===== src/rtl/tap_pkg.sv =====
// Shared TAP definitions: state encoding, instruction codes, IR capture pattern.
// The optional IDCODE register is enabled by defining TAP_IDCODE_EN.
package tap_pkg;

  localparam int IR_WIDTH = 4;

  // Standard 1149.1 state encoding, 4 bits per state
  typedef enum logic [3:0] {
    ST_EX2_DR  = 4'h0,
    ST_EX1_DR  = 4'h1,
    ST_SH_DR   = 4'h2,
    ST_PAU_DR  = 4'h3,
    ST_SEL_IR  = 4'h4,
    ST_UPD_DR  = 4'h5,
    ST_CAP_DR  = 4'h6,
    ST_SEL_DR  = 4'h7,
    ST_EX2_IR  = 4'h8,
    ST_EX1_IR  = 4'h9,
    ST_SH_IR   = 4'hA,
    ST_PAU_IR  = 4'hB,
    ST_RTI     = 4'hC,
    ST_UPD_IR  = 4'hD,
    ST_CAP_IR  = 4'hE,
    ST_TLR     = 4'hF
  } tap_state_t;

  localparam logic [3:0] INSTR_IDCODE   = 4'h1;
  localparam logic [3:0] INSTR_GETTEST  = 4'h2;
  localparam logic [3:0] INSTR_RUNBIST  = 4'h3;
  localparam logic [3:0] INSTR_SETSTATE = 4'h4;
  localparam logic [3:0] INSTR_BYPASS   = 4'hF;

  // Loaded into the IR shift register in Capture-IR; LSB-first reads 1,0,1,0
  localparam logic [3:0] IR_CAPTURE     = 4'b0101;

endpackage


===== src/rtl/tap_fsm.sv =====
// 16-state TAP controller FSM with one-hot decodes of the states the
// data path acts on.
module tap_fsm
  import tap_pkg::*;
(
  input  logic       tck,
  input  logic       trst,
  input  logic       tms,
  output tap_state_t state,
  output logic       tlr,
  output logic       cap_dr,
  output logic       sh_dr,
  output logic       upd_dr,
  output logic       cap_ir,
  output logic       sh_ir,
  output logic       upd_ir
);

  // State register: standard 1149.1 transitions sampled on TMS
  always_ff @(posedge tck or posedge trst) begin
    if (trst) begin
      state <= ST_TLR;
    end else begin
      case (state)
        ST_TLR:    state <= tms ? ST_TLR    : ST_RTI;
        ST_RTI:    state <= tms ? ST_SEL_DR : ST_RTI;
        ST_SEL_DR: state <= tms ? ST_SEL_IR : ST_CAP_DR;
        ST_CAP_DR: state <= tms ? ST_EX1_DR : ST_SH_DR;
        ST_SH_DR:  state <= tms ? ST_EX1_DR : ST_SH_DR;
        ST_EX1_DR: state <= tms ? ST_UPD_DR : ST_PAU_DR;
        ST_PAU_DR: state <= tms ? ST_EX2_DR : ST_PAU_DR;
        ST_EX2_DR: state <= tms ? ST_UPD_DR : ST_SH_DR;
        ST_UPD_DR: state <= tms ? ST_SEL_DR : ST_RTI;
        ST_SEL_IR: state <= tms ? ST_TLR    : ST_CAP_IR;
        ST_CAP_IR: state <= tms ? ST_EX1_IR : ST_SH_IR;
        ST_SH_IR:  state <= tms ? ST_EX1_IR : ST_SH_IR;
        ST_EX1_IR: state <= tms ? ST_UPD_IR : ST_PAU_IR;
        ST_PAU_IR: state <= tms ? ST_EX2_IR : ST_PAU_IR;
        ST_EX2_IR: state <= tms ? ST_UPD_IR : ST_SH_IR;
        ST_UPD_IR: state <= tms ? ST_SEL_DR : ST_RTI;
      endcase
    end
  end

  // State decodes are purely combinational so they follow TRST immediately
  assign tlr    = (state == ST_TLR);
  assign cap_dr = (state == ST_CAP_DR);
  assign sh_dr  = (state == ST_SH_DR);
  assign upd_dr = (state == ST_UPD_DR);
  assign cap_ir = (state == ST_CAP_IR);
  assign sh_ir  = (state == ST_SH_IR);
  assign upd_ir = (state == ST_UPD_IR);

endmodule


===== src/rtl/tap_bist_ctrl.sv =====
// TAP controller for the JTAG BIST block: instruction register, BIST data
// shift register, bypass bit and TDO mux. Define TAP_IDCODE_EN to add the
// 32-bit IDCODE register and make IDCODE the reset instruction.
module tap_bist_ctrl
  import tap_pkg::*;
#(
  parameter int IR_WIDTH  = 4,
  parameter int BSR_WIDTH = 10
`ifdef TAP_IDCODE_EN
  , parameter logic [31:0] IDCODE_VAL = 32'h1000_0001
`endif
) (
  input  logic                 TCK,
  input  logic                 TRST,
  input  logic                 TMS,
  input  logic                 TDI,
  output logic                 TDO,
  input  logic [7:0]           BIST_DATA,
  output logic                 TLR,
  output logic                 UPDATEDR,
  output logic                 RUNBIST_SELECT,
  output logic                 GETTEST_SELECT,
  output logic                 SETSTATE_SELECT,
  output logic [BSR_WIDTH-1:0] BSR,
  output logic [IR_WIDTH-1:0]  IR
);

`ifdef TAP_IDCODE_EN
  localparam logic [IR_WIDTH-1:0] RESET_IR = IR_WIDTH'(INSTR_IDCODE);
`else
  localparam logic [IR_WIDTH-1:0] RESET_IR = IR_WIDTH'(INSTR_BYPASS);
`endif

  tap_state_t          fsm_state;
  logic                tlr, cap_dr, sh_dr, upd_dr, cap_ir, sh_ir, upd_ir;
  logic [IR_WIDTH-1:0] ir_shift_reg;
  logic [IR_WIDTH-1:0] ir_reg;
  logic [BSR_WIDTH-1:0] bsr_reg;
  logic                bypass_reg;
  logic                bsr_sel;
  logic                idcode_sel;
  logic                tdo_bit;

  tap_fsm u_fsm (
    .tck    (TCK),
    .trst   (TRST),
    .tms    (TMS),
    .state  (fsm_state),
    .tlr    (tlr),
    .cap_dr (cap_dr),
    .sh_dr  (sh_dr),
    .upd_dr (upd_dr),
    .cap_ir (cap_ir),
    .sh_ir  (sh_ir),
    .upd_ir (upd_ir)
  );

  // Instruction decodes; IR only moves in Update-IR/TLR so these are stable during DR scans
  assign GETTEST_SELECT  = (ir_reg == IR_WIDTH'(INSTR_GETTEST));
  assign RUNBIST_SELECT  = (ir_reg == IR_WIDTH'(INSTR_RUNBIST));
  assign SETSTATE_SELECT = (ir_reg == IR_WIDTH'(INSTR_SETSTATE));
  assign bsr_sel         = GETTEST_SELECT | RUNBIST_SELECT | SETSTATE_SELECT;
`ifdef TAP_IDCODE_EN
  assign idcode_sel      = (ir_reg == IR_WIDTH'(INSTR_IDCODE));
`else
  assign idcode_sel      = 1'b0;
`endif

  // IR shift register captures 0101, shifts right; IR takes it in Update-IR, reset value in TLR
  always_ff @(posedge TCK or posedge TRST) begin
    if (TRST) begin
      ir_shift_reg <= '0;
      ir_reg       <= RESET_IR;
    end else begin
      if (cap_ir)
        ir_shift_reg <= IR_WIDTH'(IR_CAPTURE);
      else if (sh_ir)
        ir_shift_reg <= {TDI, ir_shift_reg[IR_WIDTH-1:1]};
      if (tlr)
        ir_reg <= RESET_IR;
      else if (upd_ir)
        ir_reg <= ir_shift_reg;
    end
  end

  // BIST data register: RUNBIST captures results, GETTEST/SETSTATE keep the last word for rescans
  always_ff @(posedge TCK or posedge TRST) begin
    if (TRST) begin
      bsr_reg <= '0;
    end else if (bsr_sel) begin
      if (cap_dr && RUNBIST_SELECT)
        bsr_reg <= BSR_WIDTH'(BIST_DATA);
      else if (sh_dr)
        bsr_reg <= {TDI, bsr_reg[BSR_WIDTH-1:1]};
    end
  end

  // Bypass bit serves every instruction that has no dedicated data register
  always_ff @(posedge TCK or posedge TRST) begin
    if (TRST) begin
      bypass_reg <= 1'b0;
    end else if (!bsr_sel && !idcode_sel) begin
      if (cap_dr)
        bypass_reg <= 1'b0;
      else if (sh_dr)
        bypass_reg <= TDI;
    end
  end

`ifdef TAP_IDCODE_EN
  logic [31:0] idcode_reg;

  // Device ID register, reloaded on every Capture-DR under IDCODE
  always_ff @(posedge TCK or posedge TRST) begin
    if (TRST) begin
      idcode_reg <= '0;
    end else if (idcode_sel) begin
      if (cap_dr)
        idcode_reg <= IDCODE_VAL;
      else if (sh_dr)
        idcode_reg <= {TDI, idcode_reg[31:1]};
    end
  end
`endif

  // TDO presents the selected shift-register LSB only while shifting
  always_comb begin
    tdo_bit = 1'b0;
    case (fsm_state)
      ST_SH_IR: tdo_bit = ir_shift_reg[0];
      ST_SH_DR: begin
        if (bsr_sel)
          tdo_bit = bsr_reg[0];
`ifdef TAP_IDCODE_EN
        else if (idcode_sel)
          tdo_bit = idcode_reg[0];
`endif
        else
          tdo_bit = bypass_reg;
      end
      default: tdo_bit = 1'b0;
    endcase
  end

  assign TDO      = tdo_bit;
  assign TLR      = tlr;
  assign UPDATEDR = upd_dr;
  assign BSR      = bsr_reg;
  assign IR       = ir_reg;

endmodule


===== config.mk =====
export PLATFORM = sky130hd
export DESIGN_NAME = tap_bist_ctrl
export DESIGN_NICKNAME = d
export VERILOG_FILES = /design/src/rtl/tap_pkg.sv /design/src/rtl/tap_fsm.sv /design/src/rtl/tap_bist_ctrl.sv
export SDC_FILE = /design/constraint.sdc
export NUM_CORES = 1
export LEC_CHECK = 0
export CORE_ASPECT_RATIO = 0.9
export CORE_MARGIN = 8
export CORE_UTILIZATION = 44
export CTS_BUF_LIST = sky130_fd_sc_hd__clkbuf_16
export CTS_CLUSTER_SIZE = 28
export DETAILED_ROUTE_END_ITERATION = 16
export HOLD_SLACK_MARGIN = 0.15
export PLACE_DENSITY = 0.87
export SYNTH_ARGS = -nofsm -noshare
export SYNTH_HDL_FRONTEND = slang
export SYNTH_HIERARCHICAL = 1
export SYNTH_SLANG_ARGS = --single-unit

===== constraint.sdc =====
create_clock -name TCK -period 2 [get_ports TCK]
set_input_delay 0.3 -clock TCK [delete_from_list [all_inputs] [get_ports TCK]]
set_output_delay 0.3 -clock TCK [all_outputs]
set_load 0.05 [all_outputs]

==> impl_metrics.py <==
metrics = {
    "run_status": {
        "status": "finished, violations left",
        "violations": "negative setup slack",
    },
    "global_routing": {
        "grt_max_degree": 20,
        "antenna_found_initial": 0,
        "grt_use_total_pct": 14.5,
        "grt_pass1_vias": 1090,
        "grt_overflow": 0,
        "grt_pass1_wl_um": 5580,
    },
    "drt": {
        "num_vias": 1058,
        "avgRoutedWirePerCell_um": 16.9,
        "viasPerCell": 5.32,
        "drc": 0,
        "wl_met1_um": 1420,
        "dr.max_layer_used": "met4",
        "dr.pass1.iters": 4,
        "wl_met2_um": 1660,
        "final_antenna_net_count": 0,
        "drt_iter0_drc": 35,
        "wl_met3_um": 235,
        "routed_wirelength_um": 3360,
    },
    "die": {
        "die_w_um": 73.9,
        "rows": 19,
        "start_util_pct": 44.7,
        "fp.coreArea_sq_um": 2970,
        "die_h_um": 68.1,
        "boundaryPins": 32,
        "die-area_sq_um": 5030,
    },
    "synth": {
        "syn_inst": 110,
        "syn_area_sq_um": 1330,
        "synth-simple-area-share_pct": 17.9,
        "synth-compound-area-share_pct": 11.9,
        "synth_edf_count": 0,
        "synth_top_family_by_area": "multiplexers",
        "synth_xor_area_share_pct": 0,
        "synth_ff_type": "dfrtp_1",
        "synth-seq-area-share_pct": 44.1,
        "synth_async_sr_flop_share_pct": 100,
        "muxShareOfSynthArea_pct": 22.9,
        "synth_cell_types": 34,
        "syn_nets": 122,
        "ys_warn_count": 6,
        "synth-seq-cells": 23,
        "yosys.area_share.adder_pct": 0,
        "avgSynthCellArea_sq_um": 12.1,
    },
    "finish": {
        "nets": 170,
        "syn_to_final_growth_pct": 47.5,
        "drive_gt1_share_pct": 40.8,
        "final.fill_count": 222,
        "fin_util_pct": 65.9,
        "final_cells": 199,
        "multi_input_area_sq_um": 733,
        "largest_reg_flops": 10,
        "register_area_sq_um": 586,
        "antenna_cells": 0,
    },
    "clock_tree": {
        "clkLatencyLatePin_ns": 0.26,
        "cts.sink_count": 23,
        "numCtsBuffers": 3,
        "cts_tree": "built",
        "clk_path_buf_depth": 2,
        "path_clk_slew_ns": 0.06,
        "cts_max_level": 1,
        "root_buffer": "clkbuf_16",
    },
    "place": {
        "dp_cells": 191,
        "port_buffers": 31,
        "hpwl_um": 2420,
        "place.gp.congestion": 0.767,
    },
    "sta": {
        "setup_violations": 9,
        "relSlewSlack_pct": 48.3,
        "hold_slack_ns": 0.466,
        "rsz0062_at_grt": "true",
        "skew_ns": 0.00317,
        "hold_viol_final": 0,
        "period_needed_ns": 2.15,
        "tightestPinTransition_ns": 0.775,
        "fmaxAchievable_ghz": 0.466,
        "setup_slack_ns": -0.147,
        "timing.final.crit_share_pct": 107,
        "drv_slew": 0,
        "tns_ns": -0.433,
    },
    "min_path": {
        "min_path_type": "in -> async",
    },
    "power": {
        "power.density_nw_per_um2": 1510,
        "peakVddDrop_v": 0.000935,
        "p_leak_nw": 0.870,
    },
    "critical_path": {
        "cp_data_required_time_ns": 1.70,
        "cp_slowest_cell": "dfstp_2",
        "worst-setup-path-type": "reg -> out",
        "worst-path-max-fanout": 3,
        "critical-path-max-stage-delay_ns": 0.58,
        "crit_buf_inv": 1,
        "startpoint_type": "flip-flop",
        "cp.arrival_ns": 1.85,
        "path_cells": "nor3b_4 > o21bai_2 > mux2_4 > o21a_4 > buf_8",
        "path_delay_family": "flip-flops",
        "setup.worst_path.end_class": "output pin",
    },
    "run": {
        "drv_cap": 0,
    },
}
layout make-up:
class                           count  area share, %
Timing Repair Buffer               46           25.2
Inverter                            4          0.767
Sequential cell                    23           29.9
Tap cell                           42           2.68
Clock buffer                        3           3.83
Clock inverter                      1          0.192
Multi-Input combinational cell     80           37.4
repair_timing:
item	4_1_cts	5_1_grt
pin swaps	2	1
gates cloned	0	0
buffers inserted	3	1
hold buffers	0	0
gates resized for setup	9	0
endpoints found under the setup margin	9	9
hold endpoints to repair	0	0
cells in the final DEF, fill, tap and decap left out, drive strengths merged, types with 2 or more instances in the layout:
| cell type | synthesis | final |
|---|---|---|
| o21ai | 3 | 3 |
| inv | 4 | 5 |
| clkdlybuf4s50 | 0 | 21 |
| dfrtp | 15 | 15 |
| nor3b | 3 | 3 |
| dfstp | 8 | 8 |
| nor2b | 10 | 10 |
| nor2 | 10 | 10 |
| nand2b | 5 | 5 |
| a21o | 2 | 2 |
| buf | 2 | 25 |
| mux2i | 3 | 3 |
| clkbuf | 1 | 3 |
| a211o | 6 | 6 |
| mux2 | 19 | 19 |
| nand2 | 4 | 4 |
worst paths after layout:
kind / startpoint / slack [ns] / depth (start not counted) / end
worst max-delay path: IR[2]$_DFFE_PP1P_ / -0.15 / 5 / TDO
worst max register to register: u_fsm/state[0]$_DFF_PP1_ / -0.05 / 8 / BSR[4]$_DFFE_PP0P_
worst min-delay path: TRST / 0.47 / 2 / u_fsm/state[0]$_DFF_PP1_
worst min register to register: ir_shift_reg[2]$_DFFE_PP0P_ / 0.53 / 1 / IR[2]$_DFFE_PP1P_
min in group TCK: ir_shift_reg[2]$_DFFE_PP0P_ / 0.53 / 1 / IR[2]$_DFFE_PP1P_
max in group asynchronous: TRST / 0.99 / 2 / ir_shift_reg[2]$_DFFE_PP0P_
per-stage QoR:
step / area, sq um / power [mW] / worst slack (ns)
after floorplan: 1330 / 1.85 / 0.0166
after global placement: 1800 / 2.31 / 0.0866
after detailed placement: 1800 / 2.38 / 0.0288
after CTS: 1950 / 2.94 / -0.143
after global routing: 1960 / 3.10 / -0.193
final: 1960 / 2.95 / -0.147
per-layer routing:
| metal | vias up | track usage (%) |
|---|---|---|
| met5 | - | 0 |
| met4 | 0 | 4.48 |
| met3 | 7 | 4.10 |
| met2 | 42 | 25.4 |
| met1 | 522 | 16.9 |
| li1 | 487 | - |
synth_stat cells (2+ instances only):
cell	number	share of area, %
o21ai_0	3	1.1
dfrtp_1	15	28
buf_6	2	1.7
a21o_1	2	1.1
mux2_1	2	1.7
dfstp_2	8	16
nor2b_1	10	4.7
nand2_1	4	1.1
nor2_1	9	2.5
inv_1	4	1.1
a211o_1	6	4.0
nor3b_2	3	2.8
nand2b_1	4	1.9
mux2_4	16	18
mux2i_1	3	2.3
report_power, final:
part,switching [mW],leakage (nW),internal [mW]
combinational,0.871,0.549,0.773
clock,0.164,0.0423,0.267
sequential,0.181,0.279,0.693
kinds of logic after synthesis:
| kind of cell | Yosys count |
|---|---|
| AOI/OAI and AO/OA | 20 |
| DFF | 23 |
| muxes | 22 |
| and+or+nand+nor | 38 |
| buffers and inverters | 7 |
Note: power is estimated with default switching activity, not from simulation.
